**config.mk**
```make
export PLATFORM = sky130hd
export DESIGN_NAME = rk_ctrl_multi
export DESIGN_NICKNAME = d
export VERILOG_FILES = /design/src/rtl/rk_ctrl_multi.sv
export SDC_FILE = /design/constraint.sdc
export NUM_CORES = 1
export LEC_CHECK = 0
export BUFFER_PORTS_ARGS = -buffer_cell sky130_fd_sc_hd__buf_2
export CAP_MARGIN = 0
export CELL_PAD_IN_SITES_DETAIL_PLACEMENT = 1
export CELL_PAD_IN_SITES_GLOBAL_PLACEMENT = 1
export CORE_MARGIN = 4
export CORE_UTILIZATION = 37
export CTS_BUF_LIST = sky130_fd_sc_hd__clkbuf_16
export CTS_CLUSTER_SIZE = 25
export DETAILED_ROUTE_END_ITERATION = 6
export PLACE_DENSITY_LB_ADDON = 0.05
export SYNTH_ARGS = -nofsm -noshare
export SYNTH_HDL_FRONTEND = slang
export SYNTH_SLANG_ARGS = --single-unit
export TNS_END_PERCENT = 20
```
**constraint.sdc**
```tcl
create_clock -name clk -period 2.3 [get_ports clk]
set_clock_uncertainty 0.1 [all_clocks]
set_input_delay 0.575 -clock clk [delete_from_list [all_inputs] [get_ports clk]]
set_output_delay 0.575 -clock clk [all_outputs]
set_load 0.02 [all_outputs]
```
**src/rtl/rk_ctrl_multi.sv**
```systemverilog
// rk_ctrl_multi: RK8-E style disk controller front-end; IOT decode, status, backend req/ack/done FSM.
// Optional feature macro RK_MAINT_EN: x7 (DMAN) diagnostic readback and forced backend error.
module rk_ctrl_multi #(
  parameter logic [5:0] DEV_CODE   = 6'o74,
  parameter int         NUM_DRIVES = 4,
  parameter int         MAX_CYL    = 203,
  parameter int         WORDS_FULL = 256,
  parameter int         WORDS_HALF = 128
) (
  input  logic        clk,
  input  logic        reset,
  input  logic        clear,
  input  logic [0:11] instruction,
  input  logic [4:0]  state,
  input  logic [0:11] ac,
  input  logic        UF,
  output logic [0:11] disk_bus,
  output logic        skip,
  output logic        interrupt,
  output logic        be_req,
  output logic [1:0]  be_op,
  output logic [2:0]  be_drive,
  output logic [12:0] be_daddr,
  output logic [14:0] be_maddr,
  output logic [8:0]  be_len,
  input  logic        be_ack,
  input  logic        be_done,
  input  logic        be_err,
  output logic        be_abort
);

  localparam logic [4:0] F1 = 5'b00001;
  localparam logic [4:0] F2 = 5'b00010;

  typedef enum logic [1:0] {IDLE = 2'd0, CHECK = 2'd1, ISSUE = 2'd2, BUSY = 2'd3} fsm_t;
  fsm_t fsm_reg, fsm_next;

  logic [0:11] cmd_reg, dar_reg, car_reg, bus_reg;
  logic        done_reg, busy_reg, wl_err_reg, drv_err_reg, cyl_err_reg;
  logic        done_next, busy_next, wl_err_next, drv_err_next, cyl_err_next;
  logic [7:0]  write_lock_reg;
  logic        lock_pend_reg, skip_reg, irq_reg, abort_reg, abort_next;
  logic [0:11] status;
  logic        disk_flag, iot_cycle, caf, init, op_valid, is_write, is_seek, force_err;
  logic [2:0]  iot_op, drive;
  logic [7:0]  cyl;

  assign iot_cycle = (state == F1) && !UF && (instruction[0:2] == 3'b110) &&
                     (instruction[3:8] == DEV_CODE);
  assign caf       = (state == F1) && !UF && (instruction == 12'o6007);
  assign init      = reset | clear | caf;
  assign iot_op    = instruction[9:11];

  // The command word only has room for a 2-bit unit field; the top drive bit is always 0.
  assign drive     = {1'b0, cmd_reg[9:10]};
  assign cyl       = {cmd_reg[11], dar_reg[0:6]};
  assign is_write  = cmd_reg[0] && !cmd_reg[1];
  assign is_seek   = (cmd_reg[0:2] == 3'b011);
  assign op_valid  = (cmd_reg[0:2] != 3'b010) && (cmd_reg[0:2] != 3'b110) &&
                     (cmd_reg[0:2] != 3'b111);

  assign status    = {done_reg, 4'b0000, busy_reg, 1'b0, wl_err_reg, 2'b00, drv_err_reg, cyl_err_reg};
  assign disk_flag = done_reg | wl_err_reg | drv_err_reg | cyl_err_reg;

  // Backend fields are only presented while a request is outstanding.
  assign be_req    = (fsm_reg == ISSUE);
  assign be_op     = !be_req ? 2'b00 : is_write ? 2'b01 : is_seek ? 2'b10 : 2'b00;
  assign be_drive  = be_req ? drive : 3'd0;
  assign be_daddr  = be_req ? {cmd_reg[11], dar_reg} : 13'd0;
  assign be_maddr  = be_req ? {cmd_reg[6:8], car_reg} : 15'd0;
  assign be_len    = !be_req ? 9'd0 : cmd_reg[5] ? 9'(WORDS_HALF) : 9'(WORDS_FULL);

  assign disk_bus  = bus_reg;
  assign skip      = skip_reg;
  assign interrupt = irq_reg;
  assign be_abort  = abort_reg;

`ifdef RK_MAINT_EN
  logic force_err_reg;
  assign force_err = force_err_reg;

  always_ff @(posedge clk) begin
    if (init)
      force_err_reg <= 1'b0;
    else if (iot_cycle && iot_op == 3'd7 && ac[0])
      force_err_reg <= 1'b1;
    else if (fsm_reg == BUSY && be_done)
      force_err_reg <= 1'b0;
  end
`else
  assign force_err = 1'b0;
`endif

  always_ff @(posedge clk) begin
    if (init) fsm_reg <= IDLE;
    else      fsm_reg <= fsm_next;
  end

  // FSM events are applied first; IOT status clears come last so a DCLC abort beats be_done.
  always_comb begin
    fsm_next     = fsm_reg;
    done_next    = done_reg;
    busy_next    = busy_reg;
    wl_err_next  = wl_err_reg;
    drv_err_next = drv_err_reg;
    cyl_err_next = cyl_err_reg;
    abort_next   = 1'b0;
    case (fsm_reg)
      CHECK: begin
        fsm_next  = IDLE;
        busy_next = 1'b0;
        done_next = 1'b1;
        if (int'(drive) >= NUM_DRIVES)               drv_err_next = 1'b1;
        else if (int'(cyl) > MAX_CYL)                cyl_err_next = 1'b1;
        else if (is_write && write_lock_reg[drive])  wl_err_next  = 1'b1;
        else begin
          fsm_next  = ISSUE;
          busy_next = busy_reg;
          done_next = done_reg;
        end
      end
      ISSUE: if (be_ack) begin
        fsm_next = BUSY;
        if (is_seek && !cmd_reg[4]) done_next = 1'b1;
      end
      BUSY: if (be_done) begin
        fsm_next     = IDLE;
        busy_next    = 1'b0;
        done_next    = 1'b1;
        drv_err_next = drv_err_reg | be_err | force_err;
      end
      default: ;
    endcase
    if (lock_pend_reg && state == F2) done_next = 1'b1;
    if (iot_cycle) begin
      case (iot_op)
        3'd2: begin
          {done_next, busy_next, wl_err_next, drv_err_next, cyl_err_next} = '0;
          if (ac[11]) begin
            abort_next = 1'b1;
            fsm_next   = IDLE;
          end
        end
        3'd3: begin
          if (fsm_reg != IDLE) drv_err_next = 1'b1;
          else if (op_valid) begin
            {done_next, busy_next, wl_err_next, drv_err_next, cyl_err_next} = '0;
            busy_next = 1'b1;
            fsm_next  = CHECK;
          end else done_next = 1'b1;
        end
        3'd6: {done_next, busy_next, wl_err_next, drv_err_next, cyl_err_next} = '0;
        default: ;
      endcase
    end
  end

  always_ff @(posedge clk) begin
    if (init) begin
      cmd_reg <= '0; dar_reg <= '0; car_reg <= '0; bus_reg <= '0;
      {done_reg, busy_reg, wl_err_reg, drv_err_reg, cyl_err_reg} <= '0;
      write_lock_reg <= '0;
      lock_pend_reg  <= 1'b0;
      skip_reg       <= 1'b0;
      irq_reg        <= 1'b0;
      abort_reg      <= 1'b0;
    end else begin
      done_reg    <= done_next;
      busy_reg    <= busy_next;
      wl_err_reg  <= wl_err_next;
      drv_err_reg <= drv_err_next;
      cyl_err_reg <= cyl_err_next;
      abort_reg   <= abort_next;
      irq_reg     <= disk_flag & cmd_reg[3];
      lock_pend_reg <= iot_cycle && (iot_op == 3'd6) && (ac[0:2] == 3'b010);
      if (lock_pend_reg && state == F2) write_lock_reg[drive] <= 1'b1;
      if (iot_cycle) begin
        skip_reg <= (iot_op == 3'd1) && disk_flag;
        case (iot_op)
          3'd3: if (fsm_reg == IDLE) dar_reg <= ac;
          3'd4: car_reg <= ac;
          3'd5: bus_reg <= status;
          3'd6: cmd_reg <= ac;
`ifdef RK_MAINT_EN
          3'd7: bus_reg <= {2'(fsm_reg), 7'd0, drive};
`endif
          default: ;
        endcase
      end
    end
  end

endmodule

```
# Word level (Yosys, flattened, before mapping)
# Cells that the tools add are included.
[totals]
mem_bits_ro = 0
latch_bits = 0
in_bits = 36
wordCells = 140
memories = 0
out_inout_bits = 58
ram_bits = 0
ff_bits = 60
[op_classes]
bitwise_logic = 10
mux = 67
n_reduce_logical = 25
add_sub_neg = 0
n_div = 0
n_lt_le_gt_ge = 4
eq_ne = 19
mul = 0
n_shift = 0
[ops]
columns = ["cell", "count"]
rows = [
  ["2-to-1 mux 1 bit", 38],
  ["2-to-1 mux 2 bit", 13],
  ["2-to-1 mux 9 bit", 2],
  ["2-to-1 mux 15 bit", 1],
  ["logical AND 1 bit", 14],
  ["case mux 1 bit (2 select lines)", 7],
  ["2-to-1 mux 13 bit", 1],
  ["equality test 12 bit (second input constant)", 1],
  ["equality test 3 x 2 -> 1 bit (second input constant)", 4],
  ["equality test 3 bit (second input constant)", 4],
  ["> comparator 8 bit (second input constant)", 1],
  ["bitwise OR 8 x 4 -> 8 bit", 1],
  ["equality test 6 bit (second input constant)", 1],
  ["inequality test 3 bit (second input constant)", 2],
  ["bitwise OR 1 bit", 6],
  ["case mux 2 bit (3 select lines)", 1],
  ["AND reduction 2 bit", 3],
  ["equality test 5 x 1 -> 1 bit (second input constant)", 1],
  ["equality test 5 x 2 -> 1 bit (second input constant)", 1],
  ["equality test 2 bit (second input constant)", 2],
  ["less-than comparator 2 x 4 -> 1 bit (second input constant)", 1],
  ["case mux 2 bit (2 select lines)", 1],
  ["equality test 3 x 1 -> 1 bit (second input constant)", 1],
  [">= comparator 2 x 3 -> 1 bit (second input constant)", 1],
  ["other kinds (14)", 17],
]

# Depth between registers and ports, before layout
# Gate-level depths: netlist (run 1).
[depth]
depth_word = 11
ltp_mapped = 7

# Least setup slack after synthesis (run 1)
# No wires, ideal clock.
[synth_timing]
kind = "register -> output"
from = "register fsm_reg[0]"
to = "output be_maddr[10]"
slack_ps = 268
path_buffers = 2
required_ps = 1625
t_arrival_ps = 1357
path_stages_with_launch = 5
cell_sequence = "dfxtp_1 > clkbuf_1 > nor2b_1 > clkbuf_1 > and2_1"
[synth_between]
elab_chain_len = 2
[synth_rtl]
columns = ["item", "line_no", "source"]
rows = [
  ["from (decl)", "36", "fsm_t fsm_reg, fsm_next;"],
  ["from (signal assigned)", "96", "else fsm_reg <= fsm_next;"],
  ["equality test 2 bit", "66", "assign be_req = (fsm_reg == ISSUE);"],
  ["via be_req", "20", "output logic be_req,"],
  ["2-to-1 mux 15 bit", "70", "assign be_maddr = be_req ? {cmd_reg[6:8], car_reg} : 15'd0;"],
  ["to (decl)", "24", "output logic [14:0] be_maddr,"],
]
# The timed path passes the listed nets, and every way through them passes these cells.

# Worst setup path after layout (run 1)
[layout_timing]
from = "register fsm_reg[1]"
to = "output be_daddr[11]"
[layout_between]
elab_chain_len = 2
[layout_rtl]
columns = ["item", "line_no", "source"]
rows = [
  ["equality test 2 bit", "66", ""],
  ["2-to-1 mux 13 bit", "69", "assign be_daddr = be_req ? {cmd_reg[11], dar_reg} : 13'd0;"],
  ["to (decl)", "23", "output logic [12:0] be_daddr,"],
]
# No other way between the ends.

==> results of run 1 <==
[kinds of logic after synthesis]
kind of cell           after synthesis  synth area share
multiplexers                         2           0.00763
AO/OA/AOI/OAI                      110             0.220
buffers and inverters               52             0.100
other                                1           0.00127
AND/OR/NAND/NOR                    140             0.291
flip-flops                          56             0.380
[area by class of cell]
type	count	share of cell area
multi-input cells	267	0.445
flip-flops and latches	56	0.312
repair buffers	98	0.161
well taps	102	0.0355
clock buffers	5	0.0348
inverters	7	0.00731
clock inverters	3	0.00452
[metal layers]
| metal | GRT usage | up-vias | part of all wire |
|---|---|---|---|
| li1 | - | 1438 | - |
| met1 | 0.271 | 1399 | 0.48 |
| met2 | 0.318 | 74 | 0.46 |
| met3 | 0.0309 | 7 | 0.047 |
| met4 | 0.0458 | 0 | 0.0097 |
| met5 | 0 | - | 0 |
[tightest hold or removal path, delay by kind of cell, from the launching register on]
kind | cells | cell delay [ps]
flops | 1 | 310
compound gates | 1 | 50
simple gates | 1 | 50
[cell usage after synthesis, types with 2 or more instances]
cell,count
dfxtp_1,56
a21oi_1,46
and2_1,31
nand3_1,30
o21ai_0,24
buf_4,18
o31ai_1,17
clkbuf_1,16
nand4_1,16
nor2_1,13
nor3_1,9
buf_2,8
nand2_1,7
nor2b_1,7
a31oi_1,6
inv_1,6
o21ai_1,4
and3_1,3
and4_1,3
buf_6,3
or3_1,3
a211oi_1,2
mux2_2,2
nand2b_1,2
nand4_2,2
nand4b_1,2
nor3b_1,2
nor4_1,2
o211ai_1,2
[repair_timing]
action                     4_1_cts  5_1_grt
setup endpoints to repair        0        1
resized for setup                0        1
hold buffers                     0        0
[final timing paths]
kind / end / slack [ps] / cells after the start
setup / recovery: be_daddr[11] / 140 / 4
hold / removal: skip$_SDFFE_PP0P_ / 350 / 2
setup reg to reg: fsm_reg[1]$_SDFF_PP0_ / 340 / 5
hold reg to reg: skip$_SDFFE_PP0P_ / 350 / 2
[per-stage QoR]
step	cells	power, mW	instance area (um^2)	hold WS [ps]
final	538	1.87	3600	351
after global routing	538	1.94	3600	386
after CTS	538	1.88	3590	356
after detailed placement	530	1.15	3450	348
after global placement	530	1.14	3450	344
after floorplan	375	1.09	3010	331
[power by group through the flow]
stage / combinational, mW / clock, mW / sequential (mW)
4_1_cts: 0.155 / 0.759 / 0.968
2_1_floorplan: 0.0970 / 0 / 0.991
5_1_grt: 0.168 / 0.800 / 0.968
6_report: 0.157 / 0.748 / 0.969
3_5_place_dp: 0.155 / 0 / 0.991
3_3_place_gp: 0.153 / 0 / 0.991
==> run summary, run 1 <==
Clock Tree Root -> clkbuf_16
Sequential area share after synthesis -> 0.380
Switching part of the total -> 0.246
Kind of critical path -> flop to primary output
TritonCTS clock tree -> yes
CTS Sinks -> 56
Multi-input logic area -> 1600 um^2
Clk_lat worst skew -> 290 ps
Run status -> finished clean
Die X -> 97.3 um
Final setup vio count -> 0
Antenna Nets Post-Route -> 0
Syn avg cell area -> 8.18 um^2
Share of the synthesized area in the top cell type -> 0.380
Internal power -> 1.41 mW
Top_reg_cell synth -> dfxtp_1
Min-Delay Startpoint -> skip$_SDFFE_PP0P_
Initial core utilization -> 0.382
Share of cells above drive strength 1 -> 0.268
# DRC -> 0
Area Overhead vs Synth -> 21.8%
Via count -> 2,918
Routability congestion estimate -> 0.846
Final Hold Fails -> 0
Io pins -> 94
Ys Warns -> 0
Dpl hpwl -> 7220 um
Largest area contributor in the netlist -> dfxtp_1
Static leakage -> 1.42 nW
Worst vdd ir -> 386 uV
Period Utilization, post-route -> 0.938
TNS Setup -> 0 ps
Setup Fix Bufs, Post-CTS -> 0
Worst r2r src -> cmd_reg[0]$_SDFFE_PP0P_
Inserted Clock Buffers -> 5
Initial DRT Pass Iterations -> 5
CP top delay family -> simple AND/OR/NAND/NOR gates
Max-Cap Viols -> 0
Fin util -> 0.465
Dpl ws -> -151 ps
Worst Hold Class -> flop to flop
Pwr/cell area -> 521 nW/um^2
CP startpoint -> fsm_reg[1]$_SDFF_PP0_
F_max -> 464 MHz
DIE AREA -> 9470 um^2
Die Y -> 97.3 um
Register clock-pin slew on the reported worst setup and hold paths -> 70 ps
Max-slew violations -> 0
Nets@finish -> 471
ANT cells -> 0
WL/cell -> 17.6 um
Worst Path Buf+Inv -> 2
Part of the power in registers -> 0.517
Mapped cell area -> 2950 um^2
Drt total wl -> 9480 um
Grt ovf -> 0
Net Sw Power -> 460 uW
First-pass GRT wire length -> 15,200 um
PnR worst setup slack -> 143 ps
First DRT Iteration DRCs -> 161
Logic pwr share -> 0.084
GR Util All Layers -> 0.195
Critical Path Fanout Max -> 30
Flops & latches, synth -> 56
Post-synth ARST share -> 0
Vias in the first global route -> 2,897
Row count -> 32
Clock buffer depth -> 2
Count of cell types in the netlist -> 48
Crit end category -> primary output
Min Tclk post-route -> 2160 ps
Initial antenna violation count -> 0
EDFF count, synth -> 0
FILL cells -> 980
Clock share of power -> 0.399
Startpoint types -> flop
Htree depth -> 2
Synth top area cells -> dfxtp_1, a21oi_1, and2_1, nand3_1, buf_4
I/O Buffers -> 78
Most frequent cells in the layout -> buf_2, dfxtp_1, a21oi_1
Core area -> 7730 um^2
Vias per cell -> 5.42
Worst rel slew slack -> 0.648
Register area -> 1120 um^2
CP max-delay cell -> nor2b_1
Largest net degree at the start of global routing -> 48
Commonest non-fill, non-tap cell in the layout -> buf_2
Cell Chain, Critical Path -> nor2b_1 -> buf_12 -> and2_1 -> buf_2
Mapped Cells -> 361
Worst EP arrival -> 1480 ps
Worst Max-Slew Pin Slew -> 526 ps
CP max stage delay -> 340 ps
Worst endpoint required time -> 1620 ps
RSZ-0062 raised after global routing -> no
Power figures use the tool's default switching activity.
==> run 2, diff against run 1 <==
--- a/config.mk
+++ b/config.mk
@@ -14,7 +14,8 @@
 export CTS_BUF_LIST = sky130_fd_sc_hd__clkbuf_16
 export CTS_CLUSTER_SIZE = 25
 export DETAILED_ROUTE_END_ITERATION = 6
-export PLACE_DENSITY_LB_ADDON = 0.05
+export HOLD_SLACK_MARGIN = 0.03
+export PLACE_DENSITY = 0.79
 export SYNTH_ARGS = -nofsm -noshare
 export SYNTH_HDL_FRONTEND = slang
 export SYNTH_SLANG_ARGS = --single-unit
==> run summary, run 2 (same netlist as run 1, synthesis figures left out) <==
Fin util -> 0.465
TritonCTS clock tree -> yes
Kind of critical path -> flop to primary output
Placed cell areas -> 3430 um^2
CP top delay family -> buffers and inverters
Worst Path Buf+Inv -> 2
Most frequent cells in the layout -> buf_2, dfxtp_1, a21oi_1
Cell Chain, Critical Path -> nor2b_1 -> buf_4 -> and2_1 -> buf_2
Initial DRT Pass Iterations -> 4
Final setup vio count -> 0
Antenna Nets Post-Route -> 0
First DRT Iteration DRCs -> 175
F_max -> 457 MHz
First-pass GRT wire length -> 15,900 um
Startpoint types -> flop
Clk_lat worst skew -> 300 ps
Initial antenna violation count -> 0
Worst vdd ir -> 248 uV
Clock share of power -> 0.437
Area Overhead vs Synth -> 21.6%
Largest net degree at the start of global routing -> 57
Final Hold Fails -> 0
Min Tclk post-route -> 2190 ps
Dpl ws -> -67.0 ps
PnR worst setup slack -> 114 ps
Part of the power in registers -> 0.487
Row count -> 32
GR Util All Layers -> 0.202
Io pins -> 94
Htree depth -> 2
Design area -> 3590 um^2
Crit end category -> primary output
Run status -> finished clean
Share of cells above drive strength 1 -> 0.270
FILL cells -> 974
Routability congestion estimate -> 0.838
Worst Max-Slew Pin Slew -> 554 ps
Initial core utilization -> 0.382
Max-Cap Viols -> 0
TNS Setup -> 0 ps
Cts hold-fix bufs -> 0
# resized after CTS -> 0
Worst rel slew slack -> 0.627
Period Utilization, post-route -> 0.950
WL/cell -> 18.1 um
Inserted Clock Buffers -> 5
DIE AREA -> 9470 um^2
I/O Buffers -> 78
# DRC -> 0
Pwr/cell area -> 554 nW/um^2
Dpl hpwl -> 7140 um
Worst Hold Class -> flop to flop
Via count -> 2,990
Core area -> 7730 um^2
Vias per cell -> 5.58
Die Y -> 97.3 um
Commonest non-fill, non-tap cell in the layout -> buf_2
Worst EP arrival -> 1510 ps
CP max-delay cell -> dfxtp_2
Internal power -> 1.52 mW
Vias in the first global route -> 3,132
Clock buffer depth -> 2
CP max stage delay -> 400 ps
Clock Tree Root -> clkbuf_16
RSZ-0062 raised after global routing -> no
Drt total wl -> 9700 um
Register clock-pin slew on the reported worst setup and hold paths -> 70 ps
ANT cells -> 0
Setup Fix Bufs, Post-CTS -> 0
Critical Path Fanout Max -> 18
Net Sw Power -> 468 uW
Grt ovf -> 0
Logic pwr share -> 0.077
Static leakage -> 1.41 nW
Max-slew violations -> 0
Switching part of the total -> 0.235
Die X -> 97.3 um
Worst endpoint required time -> 1620 ps
CTS Sinks -> 56
Final Power -> 1.99 mW
Nets@finish -> 469
run 2: cell count changes in the layout (fill, tap and decap cells not counted):
| cell | previous run | this run |
|---|---|---|
| a2111oi_0 | 0 | 1 |
| clkinv_4 | 1 | 0 |
| inv_1 | 8 | 7 |
| buf_4 | 17 | 16 |
| dfxtp_1 | 56 | 55 |
| bufinv_16 | 0 | 1 |
| a2111oi_1 | 1 | 0 |
| clkinv_2 | 0 | 1 |
| buf_12 | 3 | 2 |
| dfxtp_2 | 0 | 1 |
run 2: power by group through the flow:
stage               logic, mW  registers [mW]  clock network (mW)
detailed placement      0.150           0.991                   0
finish                  0.153           0.968               0.869
global route            0.165           0.968               0.913
global placement        0.148           0.991                   0
floorplan              0.0970           0.991                   0
CTS                     0.151           0.968               0.876
run 2: metrics by stage:
step | instances | hold slack (ps)
global placement | 528 | 344
CTS | 536 | 373
floorplan | 375 | 331
global route | 536 | 386
finish | 536 | 371
detailed placement | 528 | 361
run 2: layout make-up:
class                           instances  area [um^2]  share of cell area
Tap cell                              102          128              0.0355
Clock inverter                          3         38.8              0.0108
Clock buffer                            5          125              0.0348
Inverter                                7         26.3             0.00732
Timing Repair Buffer                   96          551               0.153
Sequential cell                        56         1120               0.313
Multi-Input combinational cell        267         1600               0.446
run 2: final timing paths:
kind                      startpoint                 endpoint  slack [ps]  cells past startpoint
min reg2reg  car_reg[3]$_SDFFE_PP0P_  car_reg[3]$_SDFFE_PP0P_         370                      2
min          car_reg[3]$_SDFFE_PP0P_  car_reg[3]$_SDFFE_PP0P_         370                      2
max reg2reg  cmd_reg[0]$_SDFFE_PP0P_    fsm_reg[1]$_SDFF_PP0_         520                      4
max            fsm_reg[1]$_SDFF_PP0_              be_daddr[4]         110                      4
run 2: layer usage:
layer / share of wire / global-route usage / up-vias
met3: 0.052 / 0.0309 / 6
met5: 0 / 0 / -
met1: 0.45 / 0.273 / 1460
met2: 0.49 / 0.342 / 87
met4: 0.0069 / 0.0415 / 0
li1: - / - / 1437
run 2: tightest hold or removal path, stage by stage (launching register included):
cell and delay, ps:
dfxtp_1 310, o31ai_1 60, a21oi_1 60
